[src/rtl/mv_conv_scheduler_pkg.sv]
// Shared channel/state types, scaling constants and small helpers for the
// millivolt conversion scheduler.
package mv_sched_pkg;
    localparam int          NUM_CH     = 3;
    localparam logic [11:0] VREF_MV    = 12'd3300;
    localparam int          XADC_SHIFT = 12;
    localparam int          CODE_SHIFT = 8;

    typedef enum logic [1:0] {
        CH_XADC = 2'd0,
        CH_PWM  = 2'd1,
        CH_R2R  = 2'd2
    } ch_e;

    typedef enum logic [1:0] {
        S_IDLE  = 2'd0,
        S_MUL   = 2'd1,
        S_STORE = 2'd2
    } state_e;

    // XADC multiplies the full raw word; the averagers contribute only their code byte.
    function automatic logic [15:0] chan_operand(input logic [1:0] ch, input logic [15:0] hold);
        if (ch == CH_XADC) begin
            return hold;
        end
        return {8'd0, hold[15:8]};
    endfunction

    function automatic logic [15:0] chan_scale(input logic [1:0] ch, input logic [27:0] prod);
        if (ch == CH_XADC) begin
            return 16'(prod >> XADC_SHIFT);
        end
        return 16'(prod >> CODE_SHIFT);
    endfunction

    function automatic logic [1:0] onehot_to_ch(input logic [2:0] oh);
        case (oh)
            3'b010:  return CH_PWM;
            3'b100:  return CH_R2R;
            default: return CH_XADC;
        endcase
    endfunction
endpackage

[src/rtl/mv_conv_scheduler_arbiter.sv]
// Combinational round-robin arbiter: searches the pending vector starting at
// the pointer and reports the winner plus the pointer that follows it.
module mv_rr_arbiter
    import mv_sched_pkg::*;
(
    input  logic [2:0] pending_i,
    input  logic [1:0] ptr_i,
    output logic [2:0] grant_o,
    output logic       grant_valid_o,
    output logic [1:0] next_ptr_o
);
    logic [1:0] idx;

    always_comb begin
        grant_o       = '0;
        grant_valid_o = 1'b0;
        next_ptr_o    = ptr_i;
        idx           = '0;
        for (int i = 0; i < NUM_CH; i++) begin
            idx = 2'((int'(ptr_i) + i) % NUM_CH);
            if (!grant_valid_o && pending_i[idx]) begin
                grant_o[idx]  = 1'b1;
                grant_valid_o = 1'b1;
                next_ptr_o    = (idx == 2'd2) ? 2'd0 : idx + 2'd1;
            end
        end
    end
endmodule

[src/rtl/mv_conv_scheduler.sv]
// Shares one registered 16x12 multiplier between the XADC, PWM and R2R channels
// and returns per-channel millivolt results with one-cycle valid pulses.
module mv_conv_scheduler
    import mv_sched_pkg::*;
(
    input  logic        clk,
    input  logic        reset_n,
    input  logic [15:0] xadc_raw,
    input  logic        xadc_req,
    input  logic [15:0] pwm_scaled,
    input  logic        pwm_req,
    input  logic [15:0] r2r_scaled,
    input  logic        r2r_req,
    input  logic        clr_ovr,
    output logic [15:0] xadc_mv,
    output logic [15:0] pwm_mv,
    output logic [15:0] r2r_mv,
    output logic [2:0]  mv_valid,
    output logic        busy,
    output logic [2:0]  overrun
);
    state_e      state_q, state_d;
    logic [1:0]  ptr_q;
    logic [2:0]  pending_q, pending_d;
    logic [2:0]  ovr_q, ovr_d;
    logic [2:0]  valid_q, valid_d;
    logic [15:0] hold_q [NUM_CH];
    logic [15:0] mv_q   [NUM_CH];
    logic [15:0] sample [NUM_CH];
    logic [15:0] operand_q;
    logic [1:0]  chan_q;
    logic [27:0] product_q;

    logic [2:0]  req;
    logic [2:0]  arb_grant;
    logic        arb_valid;
    logic [1:0]  arb_next_ptr;
    logic [1:0]  grant_ch;
    logic [2:0]  granted;
    logic        grant_en;

    assign req       = {r2r_req, pwm_req, xadc_req};
    assign sample[0] = xadc_raw;
    assign sample[1] = pwm_scaled;
    assign sample[2] = r2r_scaled;

    mv_rr_arbiter u_arb (
        .pending_i     (pending_q),
        .ptr_i         (ptr_q),
        .grant_o       (arb_grant),
        .grant_valid_o (arb_valid),
        .next_ptr_o    (arb_next_ptr)
    );

    assign grant_ch = onehot_to_ch(arb_grant);
    assign granted  = grant_en ? arb_grant : 3'b000;

    // A strobe in the grant cycle re-arms pending; only a non-granted pending channel overruns.
    assign pending_d = (pending_q & ~granted) | req;
    assign ovr_d     = (clr_ovr ? 3'b000 : ovr_q) | (req & pending_q & ~granted);

    always_comb begin
        state_d  = state_q;
        grant_en = 1'b0;
        valid_d  = 3'b000;
        case (state_q)
            S_IDLE: begin
                if (arb_valid) begin
                    grant_en = 1'b1;
                    state_d  = S_MUL;
                end
            end
            S_MUL: begin
                state_d = S_STORE;
            end
            S_STORE: begin
                valid_d = 3'b001 << chan_q;
                if (arb_valid) begin
                    grant_en = 1'b1;
                    state_d  = S_MUL;
                end else begin
                    state_d = S_IDLE;
                end
            end
            default: begin
                state_d = S_IDLE;
            end
        endcase
    end

    always_ff @(posedge clk or negedge reset_n) begin
        if (!reset_n) begin
            state_q   <= S_IDLE;
            ptr_q     <= CH_XADC;
            pending_q <= '0;
            ovr_q     <= '0;
            valid_q   <= '0;
            operand_q <= '0;
            chan_q    <= CH_XADC;
            product_q <= '0;
            for (int k = 0; k < NUM_CH; k++) begin
                hold_q[k] <= '0;
                mv_q[k]   <= '0;
            end
        end else begin
            state_q   <= state_d;
            pending_q <= pending_d;
            ovr_q     <= ovr_d;
            valid_q   <= valid_d;
            if (grant_en) begin
                ptr_q     <= arb_next_ptr;
                chan_q    <= grant_ch;
                operand_q <= chan_operand(grant_ch, hold_q[grant_ch]);
            end
            if (state_q == S_MUL) begin
                product_q <= 28'(operand_q) * 28'(VREF_MV);
            end
            for (int k = 0; k < NUM_CH; k++) begin
                if (req[k]) begin
                    hold_q[k] <= sample[k];
                end
                if (valid_d[k]) begin
                    mv_q[k] <= chan_scale(chan_q, product_q);
                end
            end
        end
    end

    assign xadc_mv  = mv_q[0];
    assign pwm_mv   = mv_q[1];
    assign r2r_mv   = mv_q[2];
    assign mv_valid = valid_q;
    assign overrun  = ovr_q;
    assign busy     = (state_q != S_IDLE);
endmodule

[config.mk]
export PLATFORM = sky130hd
export DESIGN_NAME = mv_conv_scheduler
export DESIGN_NICKNAME = d
export VERILOG_FILES = /design/src/rtl/mv_conv_scheduler_pkg.sv /design/src/rtl/mv_conv_scheduler_arbiter.sv /design/src/rtl/mv_conv_scheduler.sv
export SDC_FILE = /design/constraint.sdc
export NUM_CORES = 1
export LEC_CHECK = 0
export CAP_MARGIN = 20
export CELL_PAD_IN_SITES_DETAIL_PLACEMENT = 1
export CELL_PAD_IN_SITES_GLOBAL_PLACEMENT = 2
export CORE_MARGIN = 2
export CORE_UTILIZATION = 36
export DETAILED_ROUTE_END_ITERATION = 8
export HOLD_SLACK_MARGIN = 0.12
export PLACE_DENSITY_LB_ADDON = 0.1
export SYNTH_ARGS = -nofsm -noshare
export SYNTH_HDL_FRONTEND = slang
export SYNTH_SLANG_ARGS = --single-unit
export TNS_END_PERCENT = 5
[constraint.sdc]
create_clock -name clk -period 6 [get_ports clk]
set_input_delay 1.2 -clock clk [delete_from_list [all_inputs] [get_ports clk]]
set_output_delay 1.2 -clock clk [all_outputs]
set_load 0.01 [all_outputs]
==> Word level (Yosys, flattened, before mapping) <==
Cells that the tools add are included.
{ "op_classes": {"addsub": 5, "n_mul": 1, "div": 3, "order_cmp": 7, "n_eq_ne": 8, "shifts": 1, "muxes": 48, "bitwise": 9, "reduce_logical": 14} }
{ "ops": {"columns": ["op", "n"], "rows": [
  ["2-to-1 mux 16 bit", 8],
  ["modulo 32 x 3 -> 32 bit (second input constant)", 2],
  ["binary-select mux 16 bit (select 2 bit)", 1],
  ["modulo 3 x 3 -> 32 bit (second input constant)", 1],
  ["multiplier 16 x 10 -> 26 bit (second input constant)", 1],
  ["2-to-1 mux 1 bit", 18],
  ["2-to-1 mux 3 bit", 6],
  ["2-to-1 mux 2 bit", 7],
  ["OR 3 bit", 4],
  ["AND 3 bit", 3],
  ["< comparator 2 x 3 -> 1 bit (second input constant)", 3],
  ["equality test 2 bit (second input constant)", 4],
  ["adder 2 x 1 -> 2 bit (second input constant)", 3],
  ["binary-select mux 1 bit (select 2 bit)", 3],
  ["demux 1 bit (select 2 bit)", 3],
  [">= comparator 2 x 1 -> 1 bit (second input constant)", 3],
  ["logical NOT 2 bit", 3],
  ["one-hot mux 2 bit (3 select lines)", 1],
  ["logical AND 1 bit", 5],
  ["one-hot mux 2 bit (2 select lines)", 1],
  ["adder 2 x 1 -> 3 bit (second input constant)", 1],
  ["adder 2 x 2 -> 3 bit (second input constant)", 1],
  ["equality test 3 x 2 -> 1 bit (second input constant)", 1],
  ["equality test 3 bit (second input constant)", 1],
  ["11 further kinds", 12]
]} }
{ "totals": {"regBits": 153, "out_inout_bits": 55, "elab_cells": 110} }

==> Longest topological paths before layout <==
{ "logic_depth": {"word_depth": 18, "depth_mapped": 18, "mapped_depth_nobuf": 18} }

==> By module <==
From an unflattened synthesis, not the netlist that was laid out.
{ "unflattened": {"cells_unflattened": 826, "area_unflattened_um2": 8568.2} }
{ "by_module_without_submodules": {"columns": ["mod", "instances", "cells_each", "area_per_inst_um2", "seq_area_each_um2"], "rows": [
  ["mv_conv_scheduler", 1, 788, 8265.4, 3278.1],
  ["mv_rr_arbiter", 1, 38, 302.8, 0.0]
]} }

==> Worst setup path after synthesis <==
No wires, ideal clock.
{ "synth_path": {"path_type": "register -> register", "start": "reg operand_q[2]", "end": "reg product_q[22]", "setup_ps": 133, "arrival_time_ps": 4781, "required_time_ps": 5867, "setup_slack_ps": 1086, "path_stages_with_launch": 18, "n_path_buf": 0, "path_cell_list": "dfrtp_1 > ha_1 > xor2_1 > ha_1 > fa_1 > fa_1 > inv_1 > fa_1 > inv_1 > ha_1 > a21o_1 > a21o_1 > o21ba_2 > o31a_1 > o41a_1 > a21oi_1 > xor2_1 > o21ai_0"} }
{ "synth_via": {"elab_chain_cells": 1} }
{ "synth_lines": {"columns": ["element", "line_no", "rtl"], "rows": [
  ["start: declaration", "mv_conv_scheduler.sv:30", "logic [15:0] operand_q;"],
  ["start signal: assignment", "mv_conv_scheduler.sv:113", "operand_q <= chan_operand(grant_ch, hold_q[grant_ch]);"],
  ["multiplier 16 x 10 -> 26 bit", "mv_conv_scheduler.sv:116", "product_q <= 28'(operand_q) * 28'(VREF_MV);"],
  ["end signal: assignment", "mv_conv_scheduler.sv:116", null],
  ["end: declaration", "mv_conv_scheduler.sv:32", "logic [27:0] product_q;"]
]} }
Every way passes these cells.
A chain may end at the register's enable or synchronous reset.

==> Final worst setup path <==
{ "layout_path": {"start": "reg operand_q[6]", "end": "reg product_q[26]"} }
The elaborated chain is that of the path after synthesis.

==> PnR_summary.wiki <==
{| class="wikitable"
! Metric !! Value
|-
| Outcome || completed
|-
| Chip width || between 150 and 200 µm
|-
| Layout cell share with drive strength beyond 1 || about 13%
|-
| Crit path arrival time || 5.69 ns
|-
| Post-synthesis sequential area ratio || between 30% and 40%
|-
| Worst path top cell family by delay || adder cells
|-
| Buffer levels on the longest clock path || 2
|-
| All-layer global routing usage || between 15 and 20%
|-
| Count of different cell masters after synthesis || between 50 and 60
|-
| Maximum fanout count along the critical path || 5
|-
| Detailed-route vias per instance || about 4.9
|-
| Setup repair after global routing missed its margin || no
|-
| Cells after synthesis || about 770
|-
| Clock buffer count from CTS || 17
|-
| Chip height || roughly 160 µm
|-
| Avg Synthesized Cell Area || 10.8 µm²
|-
| Capturing point of the worst reg2reg path || product_q[26]
|-
| Hold violation total from the final report || 0
|-
| Clock input transition at the sequential cells of the worst setup and hold paths || approximately 0.06 ns
|-
| Slew Limit Headroom || 30.1%
|-
| Post-route antenna net violation count || 0
|-
| Clock skew || approximately 0.012 ns
|-
| Initial antenna violation count || 0
|-
| Slew at the pin with the worst max-slew slack || approximately 1.0 ns
|-
| Biggest cell delay along the critical path || 0.53 ns
|-
| Summed instance area of the synthesized netlist || a little over 0.008 mm²
|-
| Die area || ~0.024 mm²
|-
| Nets || around 1000
|-
| Starting density of the core || 36.6%
|-
| Crit share post-route || around nine tenths
|-
| Relative area change from synthesis to final layout || 22.1%
|-
| Post-synth EDFFs || 0
|-
| Clk Latency, worst-skew pair || roughly 0.42 ns
|-
| Number of hold buffers added after cts || 0
|-
| Grt total ovfl || 0
|-
| Final weighted congestion of routability-driven global placement || ~0.82
|-
| Worst setup path start || operand_q[6]
|-
| Setup-violating endpoint count in the final report || 0
|-
| Buffers on Ports || between 90 and 100
|-
| Minimum setup slack among reg-to-reg paths || 0.63 ns
|-
| Number of violations reported at the end of detailed-routing iteration 0 || roughly 230
|-
| Via count of the first global-routing pass || about 6300
|-
| Tightest Hold Check Type || reg -> reg
|-
| Net Count, Synth || approximately 950
|-
| Flip-flop cell with the highest count after synthesis || sky130_fd_sc_hd__dfrtp_1
|-
| Num ports || approximately 110
|-
| Yosys warnings || 0
|-
| WP data required || 6.31 ns
|-
| Accumulated negative setup slack || 0 ns
|-
| Min Tclk post-route || about 5.4 ns
|-
| H-tree depth reported by CTS || 4
|-
| Standard-cell row count || 55
|-
| Maximum number of pins on one net before global-route repair || 74
|-
| Worst Setup End Kind || flop
|-
| Wire length of the first global-routing pass || approximately 32000 µm
|-
| Remaining routing DRC violations || 0
|-
| Post-CTS setup buffers || 0
|-
| Number of sinks driven by the clock tree || ~130
|-
| Wirelength per Cell || 16.1 µm
|-
| Total Routed Length || around 19000 µm
|-
| R2R Path Start || operand_q[6]
|-
| Total vias in the final route || 5688
|-
| Sum of net half-perimeters after detailed placement || about 15000 µm
|-
| Startpoint type of the worst setup path || flop
|-
| Core region area || between 0.02 and 0.025 mm²
|-
| Slowest cell on the critical path || sky130_fd_sc_hd__fa_1
|-
| Ys async rst share || 100%
|-
| Clock tree from TritonCTS || built
|-
| Cell at the root of the clock tree || sky130_fd_sc_hd__clkbuf_16
|-
| Worst setup path class || reg -> reg
|-
| Worst path bufs/invs || 4
|-
| Max-capacitance violation count || 0
|-
| Count of pins over their slew limit || 0
|-
| Cell breakdown of the critical path || ha_1 -> fa_1 -> inv_1 -> fa_1 -> inv_1 -> fa_1 -> inv_1 -> fa_1 -> inv_1 -> ha_1 -> nand3_1 -> nor4_1 -> o21bai_1 -> a41oi_1 -> o21ai_0 -> and3_1 -> o31ai_1
|-
| Path depth of the worst reg2reg path || 17
|-
| Router iterations before antenna repair || 4
|-
| Critical Path Sink || product_q[26]
|-
| Fmax || approximately 0.19 GHz
|-
| Diode insertion count for antenna repair || 0
|-
| Seq cells post-synth || ~130
|-
| Crit path depth || 17
|-
| Post-cts resize count || 0
|}
routing by layer:
metal / part of all wire, % / global-route usage, % / vias to the layer above / routed length (µm)
met1: 48 / 22.5 / 2804 / 8950
li1: - / - / 2770 / -
met2: 48 / 27.7 / 103 / 9010
met5: 0 / 0 / - / 0
met3: 2.6 / 3.00 / 11 / 489
met4: 0.94 / 3.58 / 0 / 176
cell usage in the layout (no fill, tap or decap), drive strengths merged, types with 2 or more instances in the layout:
| cell | netlist | routed |
|---|---|---|
| a21o | 8 | 8 |
| a21oi | 42 | 42 |
| a221oi | 4 | 4 |
| a22o | 8 | 8 |
| a31oi | 4 | 4 |
| and2 | 2 | 2 |
| and3 | 2 | 2 |
| buf | 4 | 8 |
| bufinv | 0 | 2 |
| clkbuf | 22 | 18 |
| clkdlybuf4s50 | 0 | 91 |
| clkinv | 0 | 4 |
| dfrtp | 131 | 131 |
| fa | 43 | 43 |
| ha | 90 | 90 |
| inv | 115 | 122 |
| mux2 | 51 | 51 |
| mux2i | 21 | 21 |
| nand2 | 44 | 44 |
| nand2b | 4 | 4 |
| nand3 | 5 | 5 |
| nand4 | 2 | 2 |
| nor2 | 51 | 51 |
| nor2b | 5 | 5 |
| nor3 | 7 | 7 |
| nor3b | 2 | 2 |
| nor4 | 4 | 4 |
| o21a | 6 | 6 |
| o21ai | 34 | 34 |
| o21bai | 2 | 2 |
| o22ai | 4 | 4 |
| o31ai | 6 | 6 |
| or2 | 2 | 2 |
| or3 | 6 | 6 |
| xnor2 | 8 | 8 |
| xor2 | 11 | 11 |
worst min-delay path by stage:
| stage | cells after the start | slack [ns] | to | startpoint |
|---|---|---|---|---|
| 6_report | 1 | 0.49 | operand_q[11] | hold_q[43] |
| 5_1_grt | 1 | 0.51 | operand_q[10] | hold_q[42] |
| 4_1_cts | 1 | 0.49 | operand_q[15] | hold_q[47] |
| 3_5_place_dp | 1 | 0.48 | operand_q[15] | hold_q[47] |
| 3_3_place_gp | 2 | 0.47 | product_q[10] | product_q[10] |
| 2_1_floorplan | 2 | 0.45 | product_q[8] | product_q[8] |
cell type report:
cell class | instances | area [µm²]
timing repair buffer | 99 | 971
fill | 2458 | 12500
clock buffer | 18 | 439
inverter | 115 | 432
tap | 285 | 357
sequential | 131 | 3280
multi-input combinational | 495 | 4470
clock inverter | 14 | 164
cells in the mapped netlist (8+ instances only):
| library cell | count | area share, % |
|---|---|---|
| sky130_fd_sc_hd__dfrtp_1 | 131 | 40 |
| sky130_fd_sc_hd__nor2_1 | 50 | 2.3 |
| sky130_fd_sc_hd__a21o_1 | 8 | 0.73 |
| sky130_fd_sc_hd__inv_1 | 115 | 5.2 |
| sky130_fd_sc_hd__xor2_1 | 11 | 1.2 |
| sky130_fd_sc_hd__fa_1 | 43 | 10 |
| sky130_fd_sc_hd__clkbuf_1 | 22 | 1.0 |
| sky130_fd_sc_hd__o21ai_0 | 33 | 2.0 |
| sky130_fd_sc_hd__xnor2_1 | 8 | 0.85 |
| sky130_fd_sc_hd__mux2_2 | 51 | 6.9 |
| sky130_fd_sc_hd__nand2_1 | 44 | 2.0 |
| sky130_fd_sc_hd__a21oi_1 | 42 | 2.5 |
| sky130_fd_sc_hd__mux2i_1 | 21 | 2.5 |
| sky130_fd_sc_hd__ha_1 | 90 | 14 |
cell families (layout without fill, tap and decap cells):
| family | Yosys count | in the layout | share of synthesized area (%) |
|---|---|---|---|
| muxes | 72 | 72 | 9.47 |
| buffers and inverters | 141 | 246 | 6.68 |
| xor gates and xnor gates | 19 | 19 | 2.01 |
| and+or+nand+nor | 138 | 138 | 7.66 |
| adders and majority gates | 134 | 134 | 24.1 |
| DFF | 131 | 131 | 39.6 |
| AOI/OAI and AO/OA | 132 | 132 | 10.5 |
through the flow:
step | util [%] | hold WS (ns) | instance area, µm² | instances | setup slack [ns]
finish | 44.6 | 0.492 | 10100 | 1157 | 0.626
global route | 44.6 | 0.511 | 10100 | 1157 | 0.230
CTS | 44.6 | 0.495 | 10100 | 1157 | 0.594
global placement | 42.0 | 0.473 | 9500 | 1125 | 0.738
floorplan | - | 0.448 | 8280 | 767 | 1.09
detailed placement | 42.0 | 0.481 | 9500 | 1125 | 0.648
registers in the layout, summed over array words and instances (netlist names), 3 cells and up:
name	count
hold_q	32
mv_valid	3
overrun	3
xadc_mv	16
pwm_mv	16
operand_q	16
pending_q	3
r2r_mv	16
product_q	20
Power of run 1 is not shown: default switching activity piles up to over one toggle a cycle in this logic, so the estimate is an artifact.
